File: src/rtl/bcd_serial_addsub.sv
// Digit-serial BCD adder/subtractor, LSD first, one digit per clock.
// Ports: clk, rst, start, sub, a, b in; busy, done, s, neg, ovf, invalid out.
module bcd_serial_addsub #(
  parameter int DIGITS = 4
) (
  input  logic                  clk,
  input  logic                  rst,
  input  logic                  start,
  input  logic                  sub,
  input  logic [4*DIGITS-1:0]   a,
  input  logic [4*DIGITS-1:0]   b,
  output logic                  busy,
  output logic                  done,
  output logic [4*DIGITS-1:0]   s,
  output logic                  neg,
  output logic                  ovf,
  output logic                  invalid
);

  localparam int W  = 4 * DIGITS;
  localparam int IW = (DIGITS > 1) ? $clog2(DIGITS) : 1;
  localparam logic [IW-1:0] LAST = IW'(DIGITS - 1);

  typedef enum logic [1:0] {
    IDLE,
    CALC,
    FIX,
    DONE
  } state_t;

  state_t        state;
  logic [IW-1:0] idx;
  logic [W-1:0]  a_r;
  logic [W-1:0]  b_r;
  logic          sub_r;
  logic          cy;

  logic [3:0]    a_d;
  logic [3:0]    b_d;
  logic [3:0]    s_d;
  logic [3:0]    x;
  logic [3:0]    y;
  logic [4:0]    t;
  logic          co;
  logic [3:0]    d;
  logic          bad;

  assign busy = (state != IDLE);

  // One shared digit adder; FIX reuses it with x = 9 - s[i], y = 0
  // to form the ten's complement of the stored result.
  always_comb begin
    a_d = a_r[4*idx +: 4];
    b_d = b_r[4*idx +: 4];
    s_d = s[4*idx +: 4];
    if (state == FIX) begin
      x = 4'd9 - s_d;
      y = 4'd0;
    end else begin
      x = a_d;
      y = sub_r ? (4'd9 - b_d) : b_d;
    end
    t  = {1'b0, x} + {1'b0, y} + {4'd0, cy};
    co = (t > 5'd9);
    d  = co ? 4'(t + 5'd6) : t[3:0];
  end

  always_comb begin
    bad = 1'b0;
    for (int i = 0; i < DIGITS; i++) begin
      if (a[4*i +: 4] > 4'd9 || b[4*i +: 4] > 4'd9)
        bad = 1'b1;
    end
  end

  always_ff @(posedge clk or posedge rst) begin
    if (rst) begin
      state   <= IDLE;
      idx     <= '0;
      a_r     <= '0;
      b_r     <= '0;
      sub_r   <= 1'b0;
      cy      <= 1'b0;
      done    <= 1'b0;
      s       <= '0;
      neg     <= 1'b0;
      ovf     <= 1'b0;
      invalid <= 1'b0;
    end else begin
      unique case (state)
        IDLE: begin
          done <= 1'b0;
          if (start) begin
            a_r   <= a;
            b_r   <= b;
            sub_r <= sub;
            s     <= '0;
            neg   <= 1'b0;
            ovf   <= 1'b0;
            idx   <= '0;
            // subtraction is a + (9's complement of b) + 1
            cy    <= sub;
            if (bad) begin
              invalid <= 1'b1;
              done    <= 1'b1;
              state   <= DONE;
            end else begin
              invalid <= 1'b0;
              state   <= CALC;
            end
          end
        end
        CALC: begin
          s[4*idx +: 4] <= d;
          cy            <= co;
          if (idx == LAST) begin
            idx <= '0;
            if (!sub_r) begin
              ovf   <= co;
              done  <= 1'b1;
              state <= DONE;
            end else if (co) begin
              done  <= 1'b1;
              state <= DONE;
            end else begin
              // no end-around carry: a < b, result is complement
              neg   <= 1'b1;
              cy    <= 1'b1;
              state <= FIX;
            end
          end else begin
            idx <= idx + 1'b1;
          end
        end
        FIX: begin
          s[4*idx +: 4] <= d;
          cy            <= co;
          if (idx == LAST) begin
            idx   <= '0;
            done  <= 1'b1;
            state <= DONE;
          end else begin
            idx <= idx + 1'b1;
          end
        end
        DONE: begin
          done  <= 1'b0;
          state <= IDLE;
        end
        default: state <= IDLE;
      endcase
    end
  end

endmodule
File: config.mk
export PLATFORM = sky130hd
export DESIGN_NAME = bcd_serial_addsub
export DESIGN_NICKNAME = d
export VERILOG_FILES = /design/src/rtl/bcd_serial_addsub.sv
export SDC_FILE = /design/constraint.sdc
export NUM_CORES = 1
export LEC_CHECK = 0
export BUFFER_PORTS_ARGS = -buffer_cell sky130_fd_sc_hd__buf_4
export CORE_ASPECT_RATIO = 1.5
export CORE_MARGIN = 5
export CORE_UTILIZATION = 55
export CTS_BUF_LIST = sky130_fd_sc_hd__clkbuf_2
export DETAILED_ROUTE_END_ITERATION = 8
export GPL_TIMING_DRIVEN = 0
export PLACE_DENSITY = 0.79
export SLEW_MARGIN = 25
export SYNTH_ARGS = -nofsm -noshare
export SYNTH_HDL_FRONTEND = slang
export SYNTH_SLANG_ARGS = --single-unit
File: constraint.sdc
create_clock -name clk -period 7.4 [get_ports clk]
set_input_delay 1.48 -clock clk [delete_from_list [all_inputs] [get_ports clk]]
set_output_delay 1.48 -clock clk [all_outputs]
set_load 0.02 [all_outputs]
==> impl_metrics.py <==
metrics = {
    "logic_synthesis": {
        "yosys.area.top_type": "dfrtp_1",
        "synth-xor-area-share": 0.01615,
        "synth.distinct_cells": 41,
        "synth-seq-area-share": 0.4571,
        "synth_compound_area_frac": 0.1371,
        "synth_area_leaders": "dfrtp_1 (46%), mux2_2 (12%), mux4_2 (8.5%)",
        "async_flop_share": 1.000,
        "avgSynthCellArea_um2": 12.21,
        "yosys.area_share.simple": 0.05713,
        "synth_fa_ha_area_frac": 0.07565,
        "synth_flop_cell": "dfrtp_1",
        "synth_edf_count": 0,
        "synthMuxAreaShare": 0.2234,
        "synth_top_family_by_area": "multiplexers",
        "synth_warnings": 0,
        "netlist_instances": 260,
        "ys_ff_latch": 58,
        "netlist.area_leader.share": 0.4571,
        "syn_nets": 314,
        "synth_area_um2": 3176,
    },
    "sta": {
        "maxSlewViolCount": 0,
        "hold_violations": 0,
        "min_period_over_period": 0.5680,
        "postLayoutSetupSlackWorst_ns": 3.197,
        "skew_ns": 0.02504,
        "fmax_ghz": 0.2379,
        "fin_crit_ns": 4.203,
        "setup_viol": 0,
        "tightest_slew_ns": 0.8922,
        "fin_setup_tns_ns": 0,
        "slew_headroom": 0.3968,
        "rsz0062_at_grt": "no",
    },
    "grt": {
        "grt_pass1_vias": 2499,
        "grt_pass1_wl_um": 11840,
        "grt_max_degree": 43,
        "track_usage": 0.2127,
        "grt_overflow": 0,
        "antenna_found_initial": 0,
    },
    "layout": {
        "antenna_cells": 0,
        "final_core_util": 0.6640,
        "area_delta_synth_final_pct": 19.19,
        "layout_commonest_cell": "dfrtp_1",
        "final_cell_mix": "dfrtp_1 (58), buf_4 (55), mux2_2 (35)",
        "layout-drive-gt1-share": 0.3855,
        "num-nets-final": 381,
        "fin_cells": 404,
        "fillers": 475,
    },
    "worst_setup_path": {
        "reg2reg_slack_ns": 3.20,
        "arrival_ns": 4.60,
        "worstSetupPathType": "flop to flop",
        "r2r_start": "idx[0]$_DFFE_PP0P_",
        "crit_path_max_fanout": 10,
        "r2r-end": "done$_DFFE_PP0P_",
        "start_kind": "flop",
        "r2r_cells": 13,
        "critPathCaptureType": "flop",
        "crit_required_ns": 7.80,
    },
    "floorplan": {
        "die_h_um": 103.1,
        "die_x_um": 72.04,
        "io_pins": 57,
        "initial_core_util": 0.5571,
        "die-area_um2": 7424,
        "core-area_um2": 5700,
        "core.rowCount": 34,
    },
    "clock_network": {
        "cts_htree_levels": 3,
        "cts_setup_buffers": 0,
        "clk_latency_ns": 0.50,
        "cts_sinks": 58,
        "path_clk_slew_ns": 0.17,
        "numCtsBuffers": 9,
        "cts_root_buffer": "clkbuf_2",
        "tritoncts": "built",
        "cts_resized": 0,
        "cts.path.max_buffers": 2,
        "hold_buffers": 0,
    },
    "worst_hold_path": {
        "hp-class": "flop to flop",
        "hold_path_depth": 1,
        "hold_path_startpoint": "a_r[12]$_DFFE_PP0P_",
        "whs_endpoint": "a_r[12]$_DFFE_PP0P_",
    },
    "place": {
        "gp_congestion": 0.8521,
        "dp.cells": 388,
        "io_buffers": 55,
        "preCtsSetupSlack_ns": 3.189,
        "dpl.hpwl_um": 5598,
    },
    "routing": {
        "dr.pass1.iters": 4,
        "postRouteAntennaNets": 0,
        "drc": 0,
        "wire_per_inst_um": 17.70,
        "vias": 2344,
        "wl_um": 7150,
        "viasPerCell": 5.802,
        "drtIter0Drc": 133,
    },
    "run": {
        "cap_violations": 0,
    },
    "run_status": {
        "status": "completed",
    },
}
[flip-flops by register name, summed over array words and instances (netlist names)]
name,cells
state,2
sub_r,1
a_r,16
ovf,1
idx,2
invalid,1
neg,1
cy,1
b_r,16
done,1
s,16
[logic make-up (layout without fill, tap and decap cells)]
family          count (synthesis)  after routing
mux                            51             51
flops                          58             58
fa+ha+maj                      18             18
xor+xnor                        5              5
simple gates                   39             39
buf+inv                        27             99
compound gates                 62             62
[cells in the mapped netlist, drive strengths merged, types with 3 or more instances]
cell	n
a21oi	7
a22o	17
buf	5
clkbuf	6
dfrtp	58
ha	16
inv	16
mux2	36
mux2i	3
mux4	12
nand2	11
nor2	17
nor2b	3
o21ai	19
o31ai	3
xnor2	3
[worst max-delay path: stages (launching register included)]
cell and delay, ns:
dfrtp_1 0.43, buf_2 0.28, buf_2 0.36, mux4_2 0.59, a21oi_1 0.20, fa_1 0.21
inv_1 0.05, fa_1 0.57, inv_1 0.07, ha_1 0.21, a22o_1 0.25, o31a_4 0.34
a31oi_1 0.20, mux2_1 0.35
[final cells by class]
class | instances | area, µm² | share of cell area
Sequential cell | 58 | 1451 | 0.3835
Multi-Input combinational cell | 175 | 1618 | 0.4274
Clock inverter | 6 | 33.78 | 0.008926
Tap cell | 72 | 90.09 | 0.02380
Buffer | 11 | 46.29 | 0.01223
Inverter | 16 | 62.56 | 0.01653
Clock buffer | 10 | 50.05 | 0.01322
Timing Repair Buffer | 56 | 432.9 | 0.1144
[metrics by stage]
step | cell area [µm²] | hold WS, ns
final | 3785 | 0.5256
after global routing | 3785 | 0.5462
after CTS | 3785 | 0.5262
after detailed placement | 3701 | 0.4913
after global placement | 3679 | 0.4757
after floorplan | 3176 | 0.4739
[metal layers]
metal / GRT usage / part of all wire
met3: 0.04780 / 0.047
met5: 0 / 0
met1: 0.2288 / 0.37
met4: 0.1071 / 0.031
met2: 0.3881 / 0.55
[worst max path at each step]
| stage | from | to | slack, ns | cells past startpoint |
|---|---|---|---|---|
| floorplan | idx[0]$_DFFE_PP0P_ | done$_DFFE_PP0P_ | 3.60 | 13 |
| global placement | idx[0]$_DFFE_PP0P_ | done$_DFFE_PP0P_ | 3.23 | 13 |
| detailed placement | idx[0]$_DFFE_PP0P_ | done$_DFFE_PP0P_ | 3.19 | 13 |
| CTS | idx[0]$_DFFE_PP0P_ | done$_DFFE_PP0P_ | 3.16 | 13 |
| global route | idx[0]$_DFFE_PP0P_ | s[7]$_DFFE_PP0P_ | 2.92 | 14 |
| finish | idx[0]$_DFFE_PP0P_ | done$_DFFE_PP0P_ | 3.20 | 13 |
Power is not shown: default switching activity piles up to over one toggle a cycle in this logic, so the estimate is an artifact.
